===== config.mk =====
export PLATFORM = sky130hd
export DESIGN_NAME = store_queue
export DESIGN_NICKNAME = d
export VERILOG_FILES = /design/src/rtl/store_pkg.sv /design/src/rtl/store_queue_lane_gen.sv /design/src/rtl/store_queue.sv
export SDC_FILE = /design/constraint.sdc
export NUM_CORES = 1
export LEC_CHECK = 0
export CAP_MARGIN = 20
export CELL_PAD_IN_SITES_DETAIL_PLACEMENT = 0
export CELL_PAD_IN_SITES_GLOBAL_PLACEMENT = 1
export CORE_MARGIN = 1.5
export CORE_UTILIZATION = 53
export CTS_BUF_LIST = sky130_fd_sc_hd__clkbuf_2
export DETAILED_ROUTE_END_ITERATION = 8
export HOLD_SLACK_MARGIN = 0.12
export PLACE_DENSITY_LB_ADDON = 0.1
export SYNTH_ARGS = -nofsm -noshare
export SYNTH_HDL_FRONTEND = slang
export SYNTH_SLANG_ARGS = --single-unit

===== constraint.sdc =====
create_clock -name clk -period 3.8 [get_ports clk]
set_input_delay 0.95 -clock clk [delete_from_list [all_inputs] [get_ports clk]]
set_output_delay 0.95 -clock clk [all_outputs]
set_load 0.005 [all_outputs]

===== src/rtl/store_pkg.sv =====
// Shared store-unit types: store size encoding and strobe-width helper.
package store_pkg;

    typedef enum logic [1:0] {
        ST_B = 2'b00,
        ST_H = 2'b01,
        ST_W = 2'b10,
        ST_D = 2'b11
    } st_type_e;

    function automatic int strbWidth(input int dataW);
        return dataW / 8;
    endfunction

endpackage


===== src/rtl/store_queue_lane_gen.sv =====
// Combinational store decode: misalignment flag, byte strobes and lane-replicated data.
module st_lane_gen
    import store_pkg::*;
#(
    parameter int DATA_W = 32
) (
    input  logic                  valid,
    input  logic [1:0]            stType,
    input  logic [2:0]            addrLo,
    input  logic [DATA_W-1:0]     wdata,
    output logic                  ades,
    output logic [DATA_W/8-1:0]   strb,
    output logic [DATA_W-1:0]     data
);

    localparam int STRB_W = strbWidth(DATA_W);
    localparam int OFF    = $clog2(STRB_W);

    logic [OFF-1:0] lane;
    logic           misaligned;

    assign lane = addrLo[OFF-1:0];

    always_comb begin
        misaligned = 1'b0;
        strb       = '0;
        data       = '0;
        case (st_type_e'(stType))
            ST_B: begin
                strb = STRB_W'(1) << lane;
                data = {(DATA_W/8){wdata[7:0]}};
            end
            ST_H: begin
                misaligned = addrLo[0];
                strb       = STRB_W'(2'b11) << lane;
                data       = {(DATA_W/16){wdata[15:0]}};
            end
            ST_W: begin
                misaligned = (addrLo[1:0] != 2'b00);
                strb       = STRB_W'(4'hF) << lane;
                data       = {(DATA_W/32){wdata[31:0]}};
            end
            ST_D: begin
                // A 32-bit bus cannot carry a doubleword in one beat.
                misaligned = (DATA_W == 32) || (addrLo != 3'b000);
                strb       = '1;
                data       = wdata;
            end
            default: ;
        endcase
    end

    assign ades = valid && misaligned;

endmodule


===== src/rtl/store_queue.sv =====
// In-order store buffer between M stage and data memory port.
// Optional tail merging of same-word stores: define STORE_MERGE_EN.
module store_queue
    import store_pkg::*;
#(
    parameter int DATA_W = 32,
    parameter int DEPTH  = 4,
    parameter int ADDR_W = 32
) (
    input  logic                  clk,
    input  logic                  resetn,
    input  logic                  st_validM,
    input  logic [1:0]            st_typeM,
    input  logic [ADDR_W-1:0]     addressM,
    input  logic [DATA_W-1:0]     wdataM,
    output logic                  st_readyM,
    output logic                  adesM,
    output logic                  mem_req,
    output logic [ADDR_W-1:0]     mem_addr,
    output logic [DATA_W/8-1:0]   mem_wstrb,
    output logic [DATA_W-1:0]     mem_wdata,
    input  logic                  mem_ready,
    output logic                  sq_empty
);

    localparam int STRB_W = strbWidth(DATA_W);
    localparam int OFF    = $clog2(STRB_W);
    localparam int PTR_W  = $clog2(DEPTH);
    localparam int CNT_W  = PTR_W + 1;

    logic [STRB_W-1:0] laneStrb;
    logic [DATA_W-1:0] laneData;
    logic              laneAdes;
    logic [ADDR_W-1:0] alignedAddr;

    logic [ADDR_W-1:0] addrQ [DEPTH];
    logic [STRB_W-1:0] strbQ [DEPTH];
    logic [DATA_W-1:0] dataQ [DEPTH];

    logic [PTR_W-1:0]  rdPtr;
    logic [PTR_W-1:0]  wrPtr;
    logic [CNT_W-1:0]  count;

    logic full;
    logic empty;
    logic legal;
    logic mergeHit;
    logic push;
    logic pop;

    st_lane_gen #(
        .DATA_W(DATA_W)
    ) u_laneGen (
        .valid  (st_validM),
        .stType (st_typeM),
        .addrLo (addressM[2:0]),
        .wdata  (wdataM),
        .ades   (laneAdes),
        .strb   (laneStrb),
        .data   (laneData)
    );

    assign alignedAddr = {addressM[ADDR_W-1:OFF], {OFF{1'b0}}};

    assign full      = (count == CNT_W'(DEPTH));
    assign empty     = (count == '0);
    assign st_readyM = !full;
    assign sq_empty  = empty;
    assign mem_req   = !empty;
    assign adesM     = laneAdes;

    assign mem_addr  = addrQ[rdPtr];
    assign mem_wstrb = strbQ[rdPtr];
    assign mem_wdata = dataQ[rdPtr];

    assign legal = st_validM && !laneAdes;

`ifdef STORE_MERGE_EN
    logic [PTR_W-1:0]  tailPtr;
    logic [DATA_W-1:0] mergedData;

    assign tailPtr = wrPtr - PTR_W'(1);
    // count>=2 keeps the tail distinct from the head being presented to memory.
    assign mergeHit = legal && (count >= CNT_W'(2)) && (addrQ[tailPtr] == alignedAddr);

    always_comb begin
        mergedData = dataQ[tailPtr];
        for (int unsigned b = 0; b < STRB_W; b++) begin
            if (laneStrb[b]) begin
                mergedData[b*8 +: 8] = laneData[b*8 +: 8];
            end
        end
    end
`else
    assign mergeHit = 1'b0;
`endif

    assign push = legal && st_readyM && !mergeHit;
    assign pop  = mem_req && mem_ready;

    always_ff @(posedge clk or negedge resetn) begin
        if (!resetn) begin
            rdPtr <= '0;
            wrPtr <= '0;
            count <= '0;
            for (int unsigned i = 0; i < DEPTH; i++) begin
                addrQ[i] <= '0;
                strbQ[i] <= '0;
                dataQ[i] <= '0;
            end
        end else begin
            if (push) begin
                addrQ[wrPtr] <= alignedAddr;
                strbQ[wrPtr] <= laneStrb;
                dataQ[wrPtr] <= laneData;
                wrPtr        <= wrPtr + PTR_W'(1);
            end
`ifdef STORE_MERGE_EN
            if (mergeHit) begin
                strbQ[tailPtr] <= strbQ[tailPtr] | laneStrb;
                dataQ[tailPtr] <= mergedData;
            end
`endif
            if (pop) begin
                rdPtr <= rdPtr + PTR_W'(1);
            end
            case ({push, pop})
                2'b10:   count <= count + CNT_W'(1);
                2'b01:   count <= count - CNT_W'(1);
                default: count <= count;
            endcase
        end
    end

endmodule


---- After elaboration in Yosys (flattened, before gate mapping) ----
Cells that the tools add are included.
storage, ports and cells
  input bits .............................. 70
  latch bits .............................. 0
  memories ................................ 0
  bits in read-only memories .............. 0
  word-level logic and storage cells ...... 66
  register bits after elaboration ......... 279
  output and inout bits ................... 72
  RAM bits ................................ 0
operators by class
  add/subtract/negate cells ............... 4
  $mul .................................... 0
  magnitude comparators ................... 3
  div/mod/pow operators ................... 0
  mux-type cells .......................... 20
  shift-type cells ........................ 3
  reductions and logical operators ........ 13
  equal/unequal tests ..................... 6
  bitwise operators ....................... 2
operators by type and width
  operator             count
  $bwmux 128           2
  $mux 32              5
  $bmux 32 s2          2
  $pmux 32 s3          1
  $demux 32 s2         1
  $bwmux 16            1
  $pmux 4 s4           1
  $mux 4               3
  $bmux 4 s2           1
  $demux 4 s2          1
  $eq 2x2->1 const B   3
  $ge 3x3->1 const B   2
  $not 2->3            2
  $pmux 3 s2           1
  $logic_and 1x1->1    5
  $add 2x1->2 const B  2
  $eq 2x1->1 const B   2
  $reduce_bool 2->1    2
  $shl 1x2->4 const A  1
  $shl 2x2->4 const A  1
  $shl 4x2->4 const A  1
  $add 3x1->3 const B  1
  $eq 3x3->1 const B   1
  $logic_not 1->1      3
  6 further kinds      6

---- Depth between registers and ports, before layout ----
  depth after elaboration ................. 8
  depth in mapped cells ................... 11
  gate-level depth less buffers ........... 11

---- Modules after synthesis ----
From an unflattened synthesis, not the netlist that was laid out.
unflattened totals
  cells, all modules ...................... 757
  area, all modules ....................... 13052.5 µm²
by module, submodules not included
  module       times used  sequential area each (µm²)  cells each  area each (µm²)
  store_queue  1           6781.5                      679         12482.0
  st_lane_gen  1           0.0                         78          570.5

---- Worst setup path before layout ----
Ideal clock, no wire load.
  kind .................................... input to register
  from .................................... in st_typeM[0]
  to ...................................... reg count[1]
  arrival ................................. 2.759 ns
  buffers on the path ..................... 0
  library setup time ...................... 0.083 ns
  setup slack ............................. 0.958 ns
  cell stages on the path ................. 9
  required time ........................... 3.717 ns
  cells stage by stage .................... inv_1 -> ha_1 -> o21ba_2 -> a2111oi_4 -> inv_1 -> ha_1 -> inv_1 -> fa_1 -> o21ai_0
between the ends
  word-level cells in the longest chain between the ends .. 8
  elaborated cells between the ends (all ways) .. 12
  those cells by class .................... eq/ne: 5; mux: 2; reduce/logical: 5
ends and longest elaborated chain
  item                                             line                        text
  start, declared                                  store_queue.sv:13           input logic [1:0] st_typeM,
  $eq 2x2->1 or $eq 2x1->1 (tied branches)         store_queue_lane_gen.sv:28  case (st_type_e'(stType))
  $pmux 1 s3 (*)                                   store_queue_lane_gen.sv:28
  $logic_and 1x1->1 (*)                            store_queue_lane_gen.sv:53  assign ades = valid && misaligned;
  $logic_not 1->1 (*)                              store_queue.sv:76           assign legal = st_validM && !laneAdes;
  $logic_and 1x1->1 (*)                            store_queue.sv:76
  $logic_and 1x1->1 (*)                            store_queue.sv:98           assign push = legal && st_readyM && !mergeHit;
  $eq 2x1->1 or $eq 2x2->1 (tied branches)         store_queue.sv:127          case ({push, pop})
  $pmux 3 s2 or $reduce_bool 2->1 (tied branches)  -
  end signal, assigned                             store_queue.sv:128          2'b10: count <= count + CNT_W'(1);
  end signal, assigned                             store_queue.sv:129          2'b01: count <= count - CNT_W'(1);
  end signal, assigned                             store_queue.sv:130          default: count <= count;
  end, declared                                    store_queue.sv:42           logic [CNT_W-1:0] count;
Every way passes the cells marked *; elsewhere a longest branch is shown, timed or not.
A chain may end at the register's enable or synchronous reset.

---- Worst setup path after layout ----
  from .................................... in st_typeM[0]
  to ...................................... out adesM
between the ends
  word-level cells in the longest chain between the ends .. 3
  elaborated cells between the ends (all ways) .. 5
  those cells by class .................... eq/ne: 3; mux: 1; reduce/logical: 1
ends and longest elaborated chain
  item                                      line                        text
  $eq 2x2->1 or $eq 2x1->1 (tied branches)  store_queue_lane_gen.sv:28
  $pmux 1 s3 (*)                            store_queue_lane_gen.sv:28
  $logic_and 1x1->1 (*)                     store_queue_lane_gen.sv:53
  end, declared                             store_queue.sv:17           output logic adesM,
Marked as above.

==> flow_summary.ini <==
[worst_setup_path]
critPathTopFamily = buffers and inverters
crit_path_end_kind = primary output
critPathLaunchType = input port
worstPathMaxFanout = 3
critPathKind = input port to primary output
slowest_stage = clkdlybuf4s50_1
critPathArrivalTime_ps = 2720
crit_top_cell = clkdlybuf4s50_1
worstPathRequired_ps = 2850
crit_path_cell_trace = clkdlybuf4s50_1 -> inv_1 -> ha_1 -> o21ba_2 -> a21oi_1 -> nor2_1 -> clkdlybuf4s50_1
cpPeakStageDelay_ps = 510
cp_num_buf_inv = 3

[global_route]
grt_pass1_vias = 8465
antenna_found_initial = 1
grt_usage_pct = 24.16
grt_overflow = 0
grt_pass1_wl_mm = 44.70
grt_max_degree = 94

[floorplan]
row_count = 55
pin_count = 142
start_util_pct = 54.04
die_h_um = 155.2
die_x_um = 155.2
dieArea_sq_um = 24080
core-area_sq_um = 22710

[power]
vdd_drop_max_uv = 427.2
power_density_nw_per_um2 = 869.8
p_leak_nw = 6.562

[route]
routedWlPerCell_um = 21.67
vias = 7361
drt_iter0_drc = 277
ant_nets = 0
routed_wl_mm = 27.66
drc_errors = 0
vias_per_cell = 5.769
dr.pass1.iters = 7

[clocking]
cts_tree = done
ctsRootBufferMaster = clkbuf_2
htree_levels = 3
clk_path_buf_depth = 3
cts.sinks = 271
clk_pin_slew_ps = 90
insertion_delay_ps = 820
numCtsBuffers = 72

[sta]
fmax_ghz = 0.2724
setup_viol = 0
tightest_slew_ps = 715.6
fin_crit_sh_pct = 96.59
max_slew_margin_pct = 52.29
fin_skew_ps = 63.55
rsz0062_at_grt = false
min_period_ps = 3670
slew_violations = 0
hold_viol_final = 0
tns_ps = 0

[logic_synthesis]
yosysUniqueCellTypes = 32
yosysMostFrequentCell = dfrtp_1
avgSynthCellArea_sq_um = 16.28
syn_area_sq_um = 12270
synth_top_flop_cell = dfrtp_1
ys.warnings.count = 0
synthTopCellsByCount = dfrtp_1, mux2_2, mux4_2, nand2_1, clkbuf_1
yosysTopAreaCellShare_pct = 55.26
synth_edf_count = 0
async_flop_share_pct = 100.0
yosysSeqAreaShare_pct = 55.26
synth-seq-cells = 271
netlist_instances = 754
synthTopCellsByArea = dfrtp_1, mux2_2, mux4_2, buf_6, a22o_1
synth_top_area_cell = dfrtp_1

[place]
port_buffers = 139
place.gp.congestion = 0.7656
dp_hpwl_mm = 17.45

[job]
cap_violations = 0

[outcome]
status = complete, no violations

[finish]
areaGrowthSynthToFinish_pct = 19.99
drive_gt1_share_pct = 48.63
n_fill_cell = 1654
nNetsFinal = 1021
utilization_pct = 64.85

[hold_path]
hold_class = flip-flop to flip-flop
[sequential cells by signal, indices dropped and copies added (netlist names)]
signal,cells
rdPtr,2
addrQ,120
dataQ,128
strbQ,16
count,3
wrPtr,2
[per-layer routing]
metal  wire, um  share of wire, %  vias up  global-route usage [%]
li1           -                 -     3205                       -
met1      11350                41     3863                   29.70
met2      13840                50      225                   41.11
met3       1765               6.4       68                   6.657
met4        706               2.6        0                   8.889
met5          0                 0        -                       0
[area by class of cell]
class | count | area (sq um) | area share [%]
sequential | 271 | 6787 | 46.08
inverter | 11 | 41.29 | 0.2804
clock buffer | 104 | 520.5 | 3.534
clock inverter | 18 | 131.4 | 0.8921
multi-input combinational | 422 | 5156 | 35.01
timing repair buffer | 163 | 1729 | 11.74
antenna | 2 | 5.005 | 0.03398
tap | 285 | 356.6 | 2.421
[stage by stage]
| step | setup slack, ps | cells | hold WS, ps | power (mW) | instance area (sq um) |
|---|---|---|---|---|---|
| after floorplan | 958.3 | 755 | 447.1 | 8.280 | 12280 |
| after global placement | 163.5 | 1148 | 462.7 | 10.52 | 14030 |
| after detailed placement | 130.0 | 1148 | 481.3 | 10.85 | 14030 |
| after CTS | 67.01 | 1274 | 499.7 | 12.98 | 14720 |
| after global routing | 12.90 | 1275 | 515.1 | 13.62 | 14720 |
| final | 129.5 | 1276 | 503.9 | 12.81 | 14730 |
[layout by cell type, fill, tap and decap left out, types with 11 or more instances in the layout]
| cell type | instances |
|---|---|
| a22o_1 | 16 |
| clkbuf_2 | 104 |
| mux2_2 | 264 |
| buf_12 | 12 |
| clkdlybuf4s50_1 | 138 |
| nand2_1 | 19 |
| mux4_2 | 66 |
| dfrtp_1 | 269 |
| inv_1 | 11 |
| buf_4 | 11 |
[repair_timing]
item	CTS	global route
gates cloned	0	0
gates resized for setup	0	1
setup endpoints to repair	52	1
hold buffers	1	0
endpoints found under the hold margin	28	0
buffers inserted	3	0
[path summary, 6_finish.rpt]
path,start,endpoint,slack [ps],depth (start not counted)
worst min-delay path,count[2],count[2],500,1
worst max-delay path,st_typeM[0],adesM,130,7
worst min register to register,count[2],count[2],500,1
min in group asynchronous,resetn,dataQ[76],760,2
max in group asynchronous,resetn,count[1],2190,3
worst max register to register,count[0],count[2],1440,10
[logic make-up (layout without fill, tap and decap cells)]
logic type / Yosys count / count (layout) / share of synthesized area [%]
flops: 271 / 271 / 55.26
buf+inv: 62 / 296 / 3.028
compound gates: 34 / 34 / 2.375
fa+ha+maj: 10 / 10 / 1.081
simple gates: 40 / 40 / 1.468
xor+xnor: 6 / 6 / 0.4283
other cells: 1 / 4 / 0.03055
mux: 330 / 330 / 36.33
[power breakdown]
part / internal, mW / switching, mW / total, mW
registers: 4.31 / 0.718 / 5.03
clock network: 0.865 / 1.18 / 2.04
logic: 3.73 / 2.01 / 5.74
Note: power is estimated with default switching activity, not from simulation.
